File: src/rtl/entity_scene_writer.sv
// Entity scene writer: shadow/active descriptor banks with a commit that lands
// on the vertical-blank boundary, so the renderer never sees a mid-frame change.
module entity_scene_writer #(
   parameter int unsigned V_VISIBLE  = 480,
   parameter int unsigned NUM_SLOTS  = 9,
   parameter int unsigned V_TILE_MAX = 11
) (
   input  logic        clk_in,
   input  logic        reset,
   input  logic        cmd_valid,
   output logic        cmd_ready,
   input  logic [1:0]  cmd_op,
   input  logic [3:0]  cmd_slot,
   input  logic [17:0] cmd_data,
   input  logic [9:0]  counter_V,
   output logic [13:0] entity_1,
   output logic [13:0] entity_2,
   output logic [13:0] entity_3,
   output logic [13:0] entity_4,
   output logic [13:0] entity_5,
   output logic [13:0] entity_6,
   output logic [17:0] entity_7_Array,
   output logic [13:0] entity_8_Flip,
   output logic [13:0] entity_9_Flip,
   output logic        commit_pending,
   output logic        frame_tick,
   output logic        cmd_err
);

   localparam logic [17:0] UNUSED    = 18'h3C000;
   localparam logic [3:0]  LAST_SLOT = 4'(NUM_SLOTS - 1);
   localparam logic [3:0]  ARRAY_SLOT = 4'd6;

   typedef enum logic [1:0] {IDLE, PENDING, COPY, CLEAR} state_t;
   typedef enum logic [1:0] {
      OP_WRITE     = 2'b00,
      OP_CLEAR     = 2'b01,
      OP_CLEAR_ALL = 2'b10,
      OP_COMMIT    = 2'b11
   } op_t;

   state_t      state;
   state_t      ret_state;
   logic [3:0]  idx;
   logic [9:0]  prev_v;
   logic [17:0] shadow [NUM_SLOTS];
   logic [17:0] active [NUM_SLOTS];

   logic        boundary;
   logic        accept;
   logic        bad_slot;
   logic        bad_y;
   logic [17:0] wdata;

   assign boundary = (counter_V == 10'(V_VISIBLE)) && (prev_v != 10'(V_VISIBLE));
   assign accept   = cmd_valid && cmd_ready;
   assign bad_slot = cmd_slot > LAST_SLOT;
   assign bad_y    = cmd_data[7:4] > 4'(V_TILE_MAX);
   assign wdata    = (cmd_slot == ARRAY_SLOT) ? cmd_data : {cmd_data[17:4], 4'b0000};

   always_ff @(posedge clk_in or negedge reset) begin
      if (!reset) begin
         state          <= IDLE;
         ret_state      <= IDLE;
         idx            <= '0;
         prev_v         <= '0;
         cmd_ready      <= 1'b0;
         commit_pending <= 1'b0;
         frame_tick     <= 1'b0;
         cmd_err        <= 1'b0;
         for (int unsigned k = 0; k < NUM_SLOTS; k++) begin
            shadow[k] <= UNUSED;
            active[k] <= UNUSED;
         end
      end else begin
         prev_v     <= counter_V;
         frame_tick <= boundary;
         cmd_err    <= 1'b0;
         case (state)
            IDLE, PENDING: begin
               cmd_ready <= 1'b1;
               if (accept) begin
                  case (op_t'(cmd_op))
                     OP_WRITE: begin
                        if (bad_slot || bad_y) cmd_err <= 1'b1;
                        else                   shadow[cmd_slot] <= wdata;
                     end
                     OP_CLEAR: begin
                        if (bad_slot) cmd_err <= 1'b1;
                        else          shadow[cmd_slot] <= UNUSED;
                     end
                     OP_CLEAR_ALL: begin
                        ret_state <= state;
                        state     <= CLEAR;
                        idx       <= '0;
                        cmd_ready <= 1'b0;
                     end
                     OP_COMMIT: begin
                        state          <= PENDING;
                        commit_pending <= 1'b1;
                     end
                     default: ;
                  endcase
               end
               // A clear-all accepted on the boundary wins; the commit waits for the next frame.
               if (state == PENDING && boundary && !(accept && op_t'(cmd_op) == OP_CLEAR_ALL)) begin
                  state     <= COPY;
                  idx       <= '0;
                  cmd_ready <= 1'b0;
               end
            end
            CLEAR: begin
               shadow[idx] <= UNUSED;
               if (idx == LAST_SLOT) begin
                  state     <= ret_state;
                  cmd_ready <= 1'b1;
               end else begin
                  idx <= idx + 4'd1;
               end
            end
            COPY: begin
               active[idx] <= shadow[idx];
               if (idx == LAST_SLOT) begin
                  state          <= IDLE;
                  commit_pending <= 1'b0;
                  cmd_ready      <= 1'b1;
               end else begin
                  idx <= idx + 4'd1;
               end
            end
            default: state <= IDLE;
         endcase
      end
   end

   assign entity_1       = active[0][17:4];
   assign entity_2       = active[1][17:4];
   assign entity_3       = active[2][17:4];
   assign entity_4       = active[3][17:4];
   assign entity_5       = active[4][17:4];
   assign entity_6       = active[5][17:4];
   assign entity_7_Array = active[6];
   assign entity_8_Flip  = active[7][17:4];
   assign entity_9_Flip  = active[8][17:4];

endmodule

File: config.mk
export PLATFORM = sky130hd
export DESIGN_NAME = entity_scene_writer
export DESIGN_NICKNAME = d
export VERILOG_FILES = /design/src/rtl/entity_scene_writer.sv
export SDC_FILE = /design/constraint.sdc
export NUM_CORES = 1
export LEC_CHECK = 0
export CORE_MARGIN = 4
export CORE_UTILIZATION = 58
export DETAILED_ROUTE_END_ITERATION = 8
export PLACE_DENSITY = 0.84
export SLEW_MARGIN = 20
export SYNTH_ARGS = -nofsm -noshare
export SYNTH_HDL_FRONTEND = slang
export SYNTH_SLANG_ARGS = --single-unit
export TNS_END_PERCENT = 1
File: constraint.sdc
create_clock -name clk_in -period 6.1 [get_ports clk_in]
set_input_delay 1.22 -clock clk_in [delete_from_list [all_inputs] [get_ports clk_in]]
set_output_delay 1.22 -clock clk_in [all_outputs]
set_load 0.02 [all_outputs]
### After elaboration in Yosys (flattened, before gate mapping)

Index checks and enable logic that the tools add are counted.

| operators by class | value |
|---|---|
| bitwise operators | 8 |
| $add $sub $neg | 1 |
| equal/unequal tests | 22 |
| reductions and logical operators | 20 |
| mux-type cells | 40 |
| magnitude comparators | 6 |

Operator list:

| kind | number |
|---|---|
| $pmux 162 s2 | 2 |
| $mux 162 | 3 |
| $bwmux 162 | 2 |
| $and 126x126->126 | 2 |
| $not 126->126 | 2 |
| $demux 18 s4 | 2 |
| $bmux 18 s4 | 1 |
| $mux 18 | 4 |
| $or 36x36->36 | 2 |
| $mux 4 | 5 |
| $ne 3x3->1 const B | 4 |
| $mux 1 | 11 |
| $eq 10x9->1 const B | 1 |
| $ge 5x5->1 const B | 2 |
| $lt 5x1->1 const B | 2 |
| $ne 10x9->1 const B | 1 |
| $not 4->5 | 2 |
| $eq 2x2->1 const B | 4 |
| $gt 4x4->1 const B | 2 |
| $mux 2 | 4 |
| $ne 2x2->1 const B | 4 |
| $pmux 4 s2 | 1 |
| $reduce_and 4->1 | 2 |
| $logic_and 1x1->1 | 7 |
| 17 further kinds | 25 |

| storage, ports and cells | value |
|---|---|
| register bits after elaboration | 346 |
| bits of input ports | 37 |
| logic and storage cells | 123 |
| output and inout port bits | 134 |

### Longest topological paths before layout

| depth | value |
|---|---|
| depth after elaboration | 11 |
| mapped depth | 10 |
| gate-level depth less buffers | 6 |

### Least setup slack after synthesis

No wires, ideal clock.

| timing | value |
|---|---|
| path type | input port to flip-flop |
| start | input port cmd_slot[0] |
| end | register shadow[72] in the netlist's numbering |
| arrival time | 2.563 ns |
| path slack | 3.418 ns |
| required time | 5.981 ns |
| stages | 5 |
| cells stage by stage | or4b_1 -> clkbuf_1 -> o22ai_1 -> nand2_2 -> and2_1 |

| between the ends | value |
|---|---|
| word-level cells in the longest chain between the ends | 11 |
| elaborated cells between the ends (all ways) | 21 |
| those cells by class | order compare: 3; eq/ne: 3; mux: 9; bitwise: 3; reduce/logical: 3 |

Ends and longest elaborated chain:

| element | line | text |
|---|---|---|
| start, declared | 13 | `input logic [3:0] cmd_slot,` |
| $not 4->5 (implied by the code) | 86, 90 |  |
| $ge 5x5->1 (implied by the code) / $lt 5x1->1 (equally long branches) | 86, 90 |  |
| $logic_and 1x1->1 (implied by the code) | 86, 90 |  |
| $mux 18 (implied by the code) | 86, 90 |  |
| $demux 18 s4 | 86, 90 |  |
| $not 126->126 (no line) | n/a |  |
| $and 126x126->126 (no line) | n/a |  |
| $mux 162 | 89 | `if (bad_slot) cmd_err <= 1'b1;` |
| $pmux 162 s2 | 83 | `case (op_t'(cmd_op))` |
| $mux 162 | 82 | `if (accept) begin` |
| $pmux 162 s2 | 79 | `case (state)` |
| end signal, assigned by index | 86 | `else shadow[cmd_slot] <= wdata;` |
| end, declared | 46 | `logic [17:0] shadow [NUM_SLOTS];` |

Parallel ways exist; a longest one is shown, timed or not. The select of a mux whose other input is x is not followed.
A chain may end at the register's enable or synchronous reset.

### Worst setup path after layout

| timing | value |
|---|---|
| start | input port cmd_op[1] |
| end | register shadow[39] in the netlist's numbering |

| between the ends | value |
|---|---|
| word-level cells in the longest chain between the ends | 4 |
| elaborated cells between the ends (all ways) | 9 |
| those cells by class | eq/ne: 4; mux: 3; reduce/logical: 2 |

Ends and longest elaborated chain:

| element | line | text |
|---|---|---|
| start, declared | 12 | `input logic [1:0] cmd_op,` |
| $eq 2x1->1 / $logic_not 2->1 (equally long branches) | 83 |  |
| $pmux 162 s2 | 83 |  |
| $mux 162 | 82 |  |
| $pmux 162 s2 | 79 |  |

Parallel ways exist; a longest one is shown, timed or not. The select of a mux whose other input is x is not followed.

==> results.tsv <==
stage	metric	value	unit
run_status	status	finished, final reports clean	
clock_tree	Hold Buf Count CTS	0	
grt	largest net degree at the start of global routing	124	
logic_synthesis	Synth Cell Area	14410	um2
finish	fraction of layout cells with a size suffix above 1	22.36	%
power_and_ir_drop	VDD IR-drop max	0.0003474	V
timing	Hold Vio Cnt, Final	0	
worst_setup_path	type of the worst setup path	in -> reg	
logic_synthesis	ys async rst share	100.0	%
timing	TNS Setup	0	ns
worst_setup_path	Crit. End Element	flop	
grt	vias in the first global route	11470	
worst_setup_path	CP cell instances	clkdlybuf4s50_1, nand4bb_1, a222oi_1, buf_4, nand4_2, a22o_1	
clock_tree	CTS tree	done	
power_and_ir_drop	pwr/cell area	486.2	nW/um2
worst_setup_path	Worst EP required	6.50	ns
logic_synthesis	Post-synth EDFFs	0	
worst_setup_path	crit start category	input pin	
timing	count of final max-slew check failures	0	
logic_synthesis	most frequent cell after synthesis	dfrtp_1	
placed_design	placer congestion estimate	0.9529	
finish	final net count	1343	
flow_run	max capacitance violation total	0	
clock_tree	post_cts resized	0	
worst_setup_path	crit path max fanout	46	
logic_synthesis	sequential cell area fraction in the yosys report	55.14	%
power_and_ir_drop	P_leak	0.007419	uW
placed_design	post-DP HPWL	28100	um
grt	antenna violations before repair	1	
route	router iterations before antenna repair	6	
grt	first-pass GRT wire length	67390	um
route	Post-route DRC	0	
floorplanning	# rows	57	
logic_synthesis	Synth Flop Type	dfrtp_1	
timing	f_max	254.1	MHz
clock_tree	clock slew at reported path FFs	0.06	ns
logic_synthesis	Synth top area share	42.02	%
hold_path	hold crit path type	reg -> reg	
floorplanning	starting density of the core	59.09	%
route	Routed WL	43520	um
logic_synthesis	Yosys cell types	79	
floorplanning	core area	24390	um2
clock_tree	root buffer cell	clkbuf_16	
timing	RSZ-0062 raised after global routing	false	
placed_design	PortBufs	170	
logic_synthesis	ranking of synthesized cells by area	dfrtp_1 (42%), dfstp_2 (13%), mux2_2 (9.2%)	
logic_synthesis	yosys synthesis warning count	0	
floorplanning	Die Width	165.6	um
logic_synthesis	Syn Area/Cell	12.23	um2
clock_tree	TritonCTS buffer count	34	
clock_tree	clock latency on the worst-skew pair	0.52	ns
finish	fillers	1698	
floorplanning	# IOs	171	
timing	Final Setup Violations	0	
floorplanning	die area	27440	um2
timing	period utilization	64.51	%
timing	worst slew pin tran	1.169	ns
logic_synthesis	cells after synthesis	1178	
route	via count	11140	
clock_tree	Bufs on Longest Clock Path	3	
logic_synthesis	commonest cells in the synthesized netlist	dfrtp_1 (242), mux2_2 (118), o2bb2ai_1 (76)	
worst_setup_path	critical path's slowest cell	nand4bb_1	
power_and_ir_drop	Final Power	8444	uW
grt	total gr overflow	0	
timing	Worst Skew	0.01721	ns
finish	final core occ	71.21	%
floorplanning	Die H	165.6	um
route	initial DRC count	1187	
finish	Area Overhead vs Synth	20.51	%
route	via/cell ratio	6.741	
route	Antenna Violating Nets Remaining	0	
clock_tree	Setup Fix Bufs, Post-CTS	0	
timing	Slew Limit Headroom	21.93	%
route	drt wl/cell	26.33	um
logic_synthesis	syn_nets	1219	
worst_setup_path	Critical Path Max Stage Delay	0.59	ns
clock_tree	clk sink count	314	
logic_synthesis	Seq cells post-synth	314	
grt	GRT Total Usage	30.89	%
timing	shortest period the worst path allows	3.935	ns
logic_synthesis	Synth area leader	dfrtp_1	
worst_setup_path	crit path DAT	4.33	ns
clock_tree	CTS H-tree lvls	2	
-- stage by stage --
step	setup WS, ns	cells	hold slack, ns	area [um2]
floorplan	3.418	1178	0.4417	14410
global placement	1.868	1589	0.4551	16210
detailed placement	1.774	1590	0.4632	16230
global route	2.130	1653	0.4869	17370
finish	2.165	1653	0.4696	17370
CTS	2.303	1652	0.4721	17350
-- area by class of cell --
cell class | count | area (um2) | share of cell area [%]
multi-input combinational | 740 | 5934 | 34.17
timing repair buffer | 188 | 1862 | 10.72
sequential | 314 | 7950 | 45.77
clock inverter | 5 | 52.55 | 0.3026
tap | 324 | 405.4 | 2.334
antenna | 1 | 2.502 | 0.01441
inverter | 24 | 90.09 | 0.5187
clock buffer | 57 | 1071 | 6.167
-- state kept, by name, indices dropped and copies added, names as in the netlist --
name and flops:
entity_5 14, commit_pending 1, ret_state 2, shadow 162, cmd_ready 1, entity_2 14, entity_8_Flip 14, entity_4 14
frame_tick 1, idx 4, entity_1 14, entity_7_Array 18, cmd_err 1, prev_v 10, entity_9_Flip 14, state 2
entity_3 14, entity_6 14
-- power by group --
group          internal, uW  switching, uW
clock network          1240            814
registers              2730            405
logic                  1310           1940
total                  5280           3160
-- critical path: cells and delay by family --
family          cells  cell delay (ns)
simple gates        2             1.18
buf+inv             2             1.04
compound gates      2             0.85
-- cell families after synthesis --
family,share of synthesized area (%)
AOI/OAI and AO/OA,16.44
xor gates and xnor gates,0.06078
adders and majority gates,0.3473
buffers and inverters,3.820
DFF,55.14
muxes,14.29
and+or+nand+nor,9.897
-- worst paths after layout --
kind	from	slack, ns	cells after the start	endpoint
worst max register to register	idx[0]$_DFFE_PN0P_	2.49	5	entity_9_Flip[10]$_DFFE_PN1P_
worst min register to register	entity_1[12]$_DFFE_PN1P_	0.47	2	entity_1[12]$_DFFE_PN1P_
min in group asynchronous	reset	0.73	1	shadow[145]$_DFFE_PN0P_
max in group asynchronous	reset	4.23	2	entity_1[4]$_DFFE_PN0P_
worst max-delay path	cmd_op[1]	2.16	6	shadow[39]$_DFFE_PN0P_
worst min-delay path	entity_1[12]$_DFFE_PN1P_	0.47	2	entity_1[12]$_DFFE_PN1P_
-- per-layer routing --
| metal | share of wire, % | track usage (%) | vias to the layer above |
|---|---|---|---|
| met3 | 11 | 9.557 | 149 |
| met4 | 4.3 | 12.84 | 0 |
| li1 | - | - | 4676 |
| met1 | 39 | 40.25 | 5651 |
| met5 | 0 | 0 | - |
| met2 | 46 | 48.54 | 667 |
-- cells in the final DEF (no fill, tap or decap), types with 24 or more instances in the layout --
| cell | count |
|---|---|
| dfrtp_1 | 240 |
| clkdlybuf4s50_1 | 169 |
| mux2_2 | 118 |
| o2bb2ai_1 | 76 |
| dfstp_2 | 72 |
| mux2i_1 | 64 |
| nand2_1 | 52 |
| clkbuf_16 | 37 |
| and2_1 | 36 |
| nor2_1 | 33 |
| o21ai_0 | 27 |
| o221ai_1 | 26 |
| inv_1 | 24 |
No activity file was read; power rests on OpenSTA's default activity.
